[src/rtl/io_arbiter.sv]
// Round-robin arbiter sharing one memory-mapped IO bus among several requesters.
// Issues one transaction at a time and routes read data back to the issuing requester.
module io_arbiter #(
   parameter int unsigned NUM_REQUESTERS = 4,
   parameter int unsigned READ_LATENCY   = 1
) (
   input  logic                             clk,
   input  logic                             reset,
   input  logic [NUM_REQUESTERS-1:0]        req_valid,
   input  logic [NUM_REQUESTERS-1:0]        req_write,
   input  logic [NUM_REQUESTERS*32-1:0]     req_address,
   input  logic [NUM_REQUESTERS*32-1:0]     req_write_data,
   output logic [NUM_REQUESTERS-1:0]        req_grant,
   output logic [NUM_REQUESTERS-1:0]        resp_valid,
   output logic [31:0]                      resp_data,
   output logic                             io_write_en,
   output logic                             io_read_en,
   output logic [31:0]                      io_address,
   output logic [31:0]                      io_write_data,
   input  logic [31:0]                      io_read_data
);

   localparam int unsigned DATA_W = 32;
   localparam int unsigned IDX_W  = (NUM_REQUESTERS > 1) ? $clog2(NUM_REQUESTERS) : 1;
   localparam int unsigned CNT_W  = 4;

   typedef enum logic [0:0] {
      IDLE      = 1'b0,
      READ_WAIT = 1'b1
   } state_t;

   state_t              state;
   state_t              state_next;
   logic [IDX_W-1:0]    last_grant;
   logic [IDX_W-1:0]    owner;
   logic [CNT_W-1:0]    wait_cnt;

   logic                pick_found;
   logic [IDX_W-1:0]    pick_idx;
   logic [IDX_W-1:0]    cand;
   logic                accept_c;
   logic                sel_write_c;
   logic [DATA_W-1:0]   sel_address_c;
   logic [DATA_W-1:0]   sel_write_data_c;
   logic                sample_c;

   // Round-robin search starting one past the last accepted requester.
   always_comb begin
      pick_found = 1'b0;
      pick_idx   = '0;
      cand       = '0;
      for (int unsigned k = 0; k < NUM_REQUESTERS; k++) begin
         cand = IDX_W'((32'(last_grant) + k + 32'd1) % NUM_REQUESTERS);
         if (!pick_found && req_valid[cand]) begin
            pick_found = 1'b1;
            pick_idx   = cand;
         end
      end
   end

   // Grant is suppressed in reset and while a read is outstanding.
   always_comb begin
      req_grant = '0;
      if (!reset && (state == IDLE) && pick_found) begin
         req_grant[pick_idx] = 1'b1;
      end
   end

   always_comb begin
      accept_c         = |(req_valid & req_grant);
      sel_write_c      = req_write[pick_idx];
      sel_address_c    = req_address[pick_idx*DATA_W +: DATA_W];
      sel_write_data_c = req_write_data[pick_idx*DATA_W +: DATA_W];
   end

   always_ff @(posedge clk) begin
      if (reset) begin
         state <= IDLE;
      end else begin
         state <= state_next;
      end
   end

   always_comb begin
      state_next = state;
      sample_c   = 1'b0;
      case (state)
         IDLE: begin
            if (accept_c && !sel_write_c) begin
               state_next = READ_WAIT;
            end
         end
         READ_WAIT: begin
            if (wait_cnt == '0) begin
               state_next = IDLE;
               sample_c   = 1'b1;
            end
         end
         default: state_next = IDLE;
      endcase
   end

   // Bus strobes, latched payload, wait counter and response path.
   always_ff @(posedge clk) begin
      if (reset) begin
         last_grant    <= IDX_W'(NUM_REQUESTERS - 1);
         owner         <= '0;
         wait_cnt      <= '0;
         io_write_en   <= 1'b0;
         io_read_en    <= 1'b0;
         io_address    <= '0;
         io_write_data <= '0;
         resp_valid    <= '0;
         resp_data     <= '0;
      end else begin
         io_write_en <= 1'b0;
         io_read_en  <= 1'b0;
         resp_valid  <= '0;
         if (accept_c) begin
            last_grant <= pick_idx;
            io_address <= sel_address_c;
            if (sel_write_c) begin
               io_write_en   <= 1'b1;
               io_write_data <= sel_write_data_c;
            end else begin
               io_read_en <= 1'b1;
               owner      <= pick_idx;
               wait_cnt   <= CNT_W'(READ_LATENCY);
            end
         end else if ((state == READ_WAIT) && (wait_cnt != '0)) begin
            wait_cnt <= wait_cnt - CNT_W'(1);
         end
         if (sample_c) begin
            resp_data  <= io_read_data;
            resp_valid <= NUM_REQUESTERS'(1) << owner;
         end
      end
   end

endmodule
[config.mk]
export PLATFORM = sky130hd
export DESIGN_NAME = io_arbiter
export DESIGN_NICKNAME = d
export VERILOG_FILES = /design/src/rtl/io_arbiter.sv
export SDC_FILE = /design/constraint.sdc
export NUM_CORES = 1
export LEC_CHECK = 0
export ABC_AREA = 1
export BUFFER_PORTS_ARGS = -buffer_cell sky130_fd_sc_hd__buf_2
export CORE_AREA = 2 2 157 159
export CTS_CLUSTER_DIAMETER = 150
export DETAILED_ROUTE_END_ITERATION = 6
export DIE_AREA = 0 0 159 161
export SYNTH_ARGS = -nofsm -noshare
export SYNTH_HDL_FRONTEND = slang
export SYNTH_SLANG_ARGS = --single-unit
[constraint.sdc]
create_clock -name clk -period 4.66 [get_ports clk]
set_clock_uncertainty 0.05 [all_clocks]
set_input_delay 0.233 -clock clk [delete_from_list [all_inputs] [get_ports clk]]
set_output_delay 0.233 -clock clk [all_outputs]
set_load 0.03 [all_outputs]
* Yosys cells after proc, flatten, opt, wreduce, memory -nomap -nowiden
Index checks and enable logic that the tools add are counted. W data, S select, Z words.
Word-level totals: memory bits (read-only) 0, word-level logic and storage cells 85, bits in latches 0, input bits 298, memory bits (writable) 0, flip-flop bits (word level) 111, memories kept 0
Operators by class: divide/modulo/power cells 0, multiplexer cells 31, bitwise operators 5, eq/ne operators 1, multiply operators 0, shift operators 3, reductions and logical operators 22, $lt $le $gt $ge 6, add/sub/neg operators 7
Operator list (number):
- $shiftx A128 B8 Y32 | 2
- $mux W1 | 16
- $mux W4 | 4
- $lt A2 B3 Y1 const B | 5
- $bmux W1 S2 | 5
- $add A2 B1 Y2 const B | 4
- $logic_and A1 B1 Y1 | 8
- $mux W2 | 4
- $reduce_and A2 Y1 | 3
- $logic_not A1 Y1 | 5
- $add A2 B2 Y2 const B | 2
- $and A4 B4 Y4 | 1
- $logic_not A4 Y1 | 1
- $not A1 Y1 | 4
- $reduce_bool A4 Y1 | 1
- $reduce_or A2 Y1 | 2
- $reduce_or A4 Y1 | 1
- $shl A1 B2 Y4 const A | 1
- $sub A4 B1 Y4 const B | 1
- $demux W1 S2 | 1
- $ge A2 B1 Y1 const B | 1
- $ne A2 B2 Y1 const B | 1
- $pmux W1 S2 | 1
- $reduce_bool A2 Y1 | 1

* Logic depth before layout (Yosys ltp)
Gate-level depths: netlist of run 1.
word-level depth 23, mapped depth 19, gate-level depth less buffers 17

* Least setup slack after synthesis of run 1
No wires, ideal clock.
kind register -> output, start point register last_grant[0], end point output port req_grant[0], stages on the path, launching flop included 14, path buffers 3, arrival 2.260 ns, data required time 4.377 ns, path slack 2.117 ns, path through dfxtp_1 > buf_2 > inv_4 > nand2_1 > nand2_1 > nand2_1 > nand2_1 > nor2_2 > nand3_2 > nand3_4 > inv_2 > buf_6 > buf_4 > nor3_1
Between the ends: longest elaborated chain between the ends 18, elaborated cells between the ends (all ways) 35, classes of those cells 6 x add/sub; 2 x order compare; 19 x mux; 8 x reduce/logical
RTL lines:
- from (decl) | RTL line 34 | logic [IDX_W-1:0] last_grant;
- from (signal assigned) | RTL line 106 | last_grant <= IDX_W'(NUM_REQUESTERS - 1);
- from (signal assigned) | RTL line 120 | last_grant <= pick_idx;
- parallel branches: the longest is 17 deep, another holds $add A2 B1 Y2
- $mux W4 (*) | RTL line 64 | if (!reset && (state == IDLE) && pick_found) begin
- to (decl) | RTL line 13 | output logic [NUM_REQUESTERS-1:0] req_grant,
Every way passes the cells marked *. The select of a mux whose other input is x is not followed.

* Final worst setup path of run 1
Ends and elaborated chain as after synthesis.

==> qor.yml, run 1 <==
timing:
  post-route-period-util: 0.812
  tns_ns: 0
  fin_ws_ns: 0.877
  clock.fmax_mhz: 264
  slew_viol_final: 0
  relSlewSlack: 0.437
  worst_slew_pin_slew_ns: 0.844
  setup_viol: 0
  layout_min_cycle_time_ns: 3.78
  hold_violations: 0
  rsz0062_at_grt: "no"
cts:
  clk_pin_slew_worst_paths_ns: 0.09
  cts_root_buf: "clkbuf_16"
  cts_max_level: 3
  post-cts-setup-buffers: 0
  cts.repair.resized: 0
  holdBufCountCts: 0
  cts_buffers: 9
  clockBufferDepth: 2
  clk_latency_ns: 0.36
  cts_tree: "built"
  clock-sinks: 111
synth:
  synth.distinct_cells: 26
  synth_warnings: 0
  synthDominantCellAreaShare: 0.355
  ys_ff_latch: 111
  yosys-top-cells-area: "dfxtp_1 (36%), nand2_1 (27%), nand3_1 (8.6%), nor2_1 (7.0%), inv_1 (4.3%)"
  synthesis.instances: 1064
  avgSynthCellArea_um2: 5.88
  syn-cell-area_um2: 6260
  seq_area_frac_synth: 0.355
  yosysTopAreaCell: "dfxtp_1"
  syn_nets: 1363
route:
  avgViaCountPerCell: 4.46
  firstDrtPassIters: 5
  ant_nets: 0
  drtIter0Drc: 424
  via_count: 7819
  route.detailed.wl_per_inst_um: 14.0
  wirelength_um: 24600
  detail_route.drc_violations: 0
global_route:
  grt_max_degree: 48
  grt_pass1_wl_um: 38700
  grt-ovfl-total: 0
  grtUsageTotal: 0.188
  grt_pass1_vias: 7732
  antenna_found_initial: 3
critical_path:
  critPathArrivalTime_ns: 3.50
  crit_required_ns: 4.38
  cp_max_fo: 37
  endpoint_kind: "output pin"
  worstSetupStartpointType: "register"
  path_class: "register to output pin"
floorplanning:
  num_io_pins: 404
  rows: 57
  die_x_um: 159
  core_um2: 24000
  start_util: 0.261
  die_h_um: 161
  die_area_um2: 25600
layout:
  drive_above_1_share: 0.316
  fillCellCount: 2754
  post-route-util: 0.365
  stdcell_count: 1754
  final_nets: 1722
  layout_common_cells: "nand2_1 (450), buf_2 (403), nor2_1 (116)"
  areaGrowthSynthToFinish_pct: 39.7
  final_common_cell: "nand2_1"
place:
  numPortBuffers: 403
  dp_worst_setup_slack_ns: 1.29
  placed_cells: 1736
  gp_congestion: 0.930
  dp_hpwl_um: 18300
power_and_ir_drop:
  peakVddDrop_uv: 376
  powerDensity_nw_per_um2: 854
  p_leak_nw: 4.93
status:
  status: "complete, no violations"
flow_run:
  maxCapViolCount: 0
hold_path:
  holdCritPathClass: "input port to register"
==> Yosys cell counts, drive strengths merged <==
master,instances
nand3,110
and3,1
nor2,123
clkbuf,23
inv,80
dfxtp,111
nor3,8
nand2,451
buf,42
nand4,2
xnor2,1
o21ai,93
or2,2
xor2,2
ha,1
a21oi,14
==> state kept, by name, indices dropped and copies added, names as in the netlist <==
signal         flops
io_address        32
io_write_data     32
resp_data         32
resp_valid         4
wait_cnt           4
last_grant         2
owner              2
io_read_en         1
io_write_en        1
state              1
==> area by class of cell <==
class,instances,area (um^2),share of cell area
well taps,324,405,0.0464
clock inverters,7,81.3,0.00930
diodes,2,5.00,0.000572
repair buffers,413,2090,0.239
flip-flops and latches,111,2220,0.254
multi-input cells,808,3410,0.390
inverters,80,303,0.0346
clock buffers,9,225,0.0258
==> final timing paths <==
path	endpoint	startpoint	depth (start not counted)	slack [ns]
max	req_grant[0]	last_grant[0]	13	0.88
min	resp_data[21]	io_read_data[21]	3	0.04
max reg2reg	io_write_data[1]	last_grant[0]	17	1.23
min reg2reg	io_address[16]	io_address[16]	2	0.42
==> power by group <==
part / switching [mW] / total [mW] / internal (mW)
Clock: 0.424 / 0.809 / 0.385
Combinational: 3.76 / 5.25 / 1.50
Sequential: 0.159 / 1.41 / 1.25
==> per-stage QoR <==
step | hold WS (ns) | instance area (um^2) | power [mW]
finish | 0.0420 | 8740 | 7.47
CTS | 0.0229 | 8740 | 7.58
floorplan | 0.322 | 6260 | 5.46
detailed placement | 0.408 | 8430 | 6.73
global placement | 0.401 | 8430 | 6.69
global route | 0.0385 | 8740 | 8.27
==> logic make-up (layout without fill, tap and decap cells) <==
kind of cell,count (synthesis),in the layout,share of synthesized area
and+or+nand+nor,697,697,0.451
buffers and inverters,145,509,0.102
DFF,111,111,0.355
AOI/OAI and AO/OA,107,107,0.0856
xor gates and xnor gates,3,3,0.00420
adders and majority gates,1,1,0.00200
other,0,2,0
==> layer usage <==
metal	up-vias	track usage	routed length, um
met5	-	0	11
met4	2	0.0868	927
met3	65	0.0447	1570
met2	300	0.336	12100
met1	3433	0.212	10000
li1	4019	-	-
==> critical path: stages, from the launching register on <==
cell     delay [ns]
dfxtp_1        0.54
inv_4          0.10
nand2_1        0.08
nand2_1        0.09
nand2_1        0.08
nand2_1        0.09
nand2_1        0.09
nand2_1        0.05
nand2_1        0.13
nand3_4        0.40
inv_2          0.62
buf_4          0.47
nor3_1         0.10
buf_2          0.22
No activity file was read; power rests on OpenSTA's default activity.
==> inputs of run 2 (changes only) <==
Clock period 4.66 ns to 3.8 ns, I/O delays scaled along.
==> run 2 against run 1 <==
Effect of this change: register-to-register slack worse by 0.77 ns; final area up 2.8%; final cell count up 1.4%; combinational power up 25%; routed wire length down 1.1%; non-clock buffer count up 25; count of clock-buffer cells in the layout unchanged; core utilization up 1.0 points; global-route usage down 0.39 points; highest routed layer unchanged.
==> qor.yml, run 2 (same netlist as run 1, synthesis figures left out) <==
status:
  status: "complete, no violations"
floorplanning:
  rows: 57
  num_io_pins: 404
  start_util: 0.261
  die_area_um2: 25600
  die_x_um: 159
  core_um2: 24000
  die_h_um: 161
cts:
  clk_pin_slew_worst_paths_ns: 0.08
  cts_root_buf: "clkbuf_16"
  clock-sinks: 111
  clockBufferDepth: 2
  post-cts-setup-buffers: 0
  cts_tree: "built"
  clk_latency_ns: 0.35
  cts_buffers: 9
  cts_max_level: 3
route:
  ant_nets: 0
  via_count: 7900
  detail_route.drc_violations: 0
  wirelength_um: 24400
  drtIter0Drc: 466
  route.detailed.wl_per_inst_um: 13.7
  avgViaCountPerCell: 4.44
  firstDrtPassIters: 5
place:
  gp_congestion: 0.918
  postPlaceCellArea_um2: 8450
  numPortBuffers: 403
  dp_hpwl_um: 18100
  dp_worst_setup_slack_ns: 0.457
layout:
  final_nets: 1747
  fillCellCount: 2696
  drive_above_1_share: 0.312
  areaGrowthSynthToFinish_pct: 43.7
  multi_input_area_um2: 3410
  final_common_cell: "nand2_1"
  seq_area_um2: 2220
  final_area_um2: 8990
  layout_common_cells: "nand2_1 (450), buf_2 (403), nor2_1 (116)"
  reg_top3: "io_address: 32 flops, io_write_data: 32 flops, resp_data: 32 flops"
  post-route-util: 0.375
critical_path:
  r2r-start: "last_grant[0]"
  cpMostUsedCell: "nand2_1"
  path_class: "register to register"
  critPathArrivalTime_ns: 3.54
  cp_max_fo: 34
  worstSetupStartpoint: "last_grant[0]"
  crit_end: "io_write_data[29]"
  endpoint_kind: "register"
  r2r-end: "io_write_data[29]"
  reg2reg_setup_slack_ns: 0.46
  crit_required_ns: 4.00
  reg2reg_depth: 15
  cpPeakStageDelay_ns: 0.65
  worstPathCellList: "inv_4 > nand2_1 > nand2_1 > nand2_1 > nand2_1 > nand3_1 > nand2_1 > nor2_4 > inv_2 > nand2_1 > nand2_1 > nor2_4 > inv_2 > nor2_1 > nor2_1"
  cpMaxStageDelayCell: "nor2_4"
  worstSetupStartpointType: "register"
timing:
  worst_slew_pin_slew_ns: 0.870
  post-route-period-util: 0.879
  layout_min_cycle_time_ns: 3.34
  fin_ws_ns: 0.461
  slew_viol_final: 0
  setup_viol: 0
  clock.fmax_mhz: 299
  relSlewSlack: 0.419
  tns_ns: 0
  hold_violations: 0
  rsz0062_at_grt: "no"
global_route:
  grtUsageTotal: 0.184
  grt_pass1_wl_um: 38000
  grt_pass1_vias: 7502
  grt_max_degree: 69
  grt-ovfl-total: 0
  antenna_found_initial: 3
hold_path:
  holdCritPathClass: "input port to register"
power_and_ir_drop:
  p_sw_frac: 0.580
  p_leak_nw: 5.03
  peakVddDrop_uv: 587
  p_int_mw: 3.89
  power_switching_mw: 5.37
  p_clk_frac: 0.107
  pwr-share-comb: 0.707
  total_power_mw: 9.26
  seqPwrFrac: 0.186
  powerDensity_nw_per_um2: 1030
flow_run:
  maxCapViolCount: 0
-- run 2: changes by cell type in the layout (fill, tap and decap cells not counted), sizes merged --
cell,delta
buf,+2
clkinv,-1
clkinvlp,+1
dlygate4sd3,+23
-- run 2: critical path: cells and delay by family, from the launching register on --
family                 cells  cell delay [ns]
and+or+nand+nor           12             1.93
buffers and inverters      3             0.65
DFF                        1             0.55
-- run 2: repair_timing --
action,in CTS,in global routing
endpoints found under the hold margin,23,0
hold buffers,23,0
gates resized for setup,0,0
-- run 2: how the worst min path moves through the flow --
stage | start | end | slack (ns) | depth (start not counted)
4_1_cts | io_read_data[4] | resp_data[4] | 0.00004 | 3
3_3_place_gp | io_read_data[25] | resp_data[25] | 0.36 | 3
5_1_grt | io_read_data[30] | resp_data[30] | 0.02 | 3
6_report | io_read_data[8] | resp_data[8] | 0.02 | 3
3_5_place_dp | io_read_data[16] | resp_data[16] | 0.37 | 3
2_1_floorplan | io_read_data[0] | resp_data[0] | 0.28 | 2
-- run 2: power by group through the flow --
stage | Clock [mW] | Combinational (mW) | Sequential [mW]
floorplan | 0 | 4.34 | 2.36
global placement | 0 | 6.58 | 1.74
detailed placement | 0 | 6.57 | 1.75
CTS | 1.05 | 6.61 | 1.72
global route | 1.08 | 7.34 | 1.77
finish | 0.988 | 6.55 | 1.72
-- run 2: stage by stage --
step / std cells / hold WS, ns
6_report: 1779 / 0.0204
5_1_grt: 1779 / 0.0161
4_1_cts: 1777 / 0.0000382
3_5_place_dp: 1738 / 0.373
3_3_place_gp: 1738 / 0.364
2_1_floorplan: 1064 / 0.279
-- run 2: area by class of cell --
type                            count  area share
Antenna cell                        2    0.000557
Clock buffer                        9      0.0250
Clock inverter                      7     0.00946
Inverter                           80      0.0337
Multi-Input combinational cell    808       0.379
Sequential cell                   111       0.247
Tap cell                          324      0.0451
Timing Repair Buffer              438       0.260
-- run 2: routing by layer --
metal	part of all wire	up-vias	routed length (um)	GRT usage
li1	-	4076	-	-
met1	0.43	3480	10500	0.219
met2	0.48	294	11600	0.319
met3	0.055	48	1340	0.0326
met4	0.038	2	921	0.0926
met5	0.00053	-	13	0
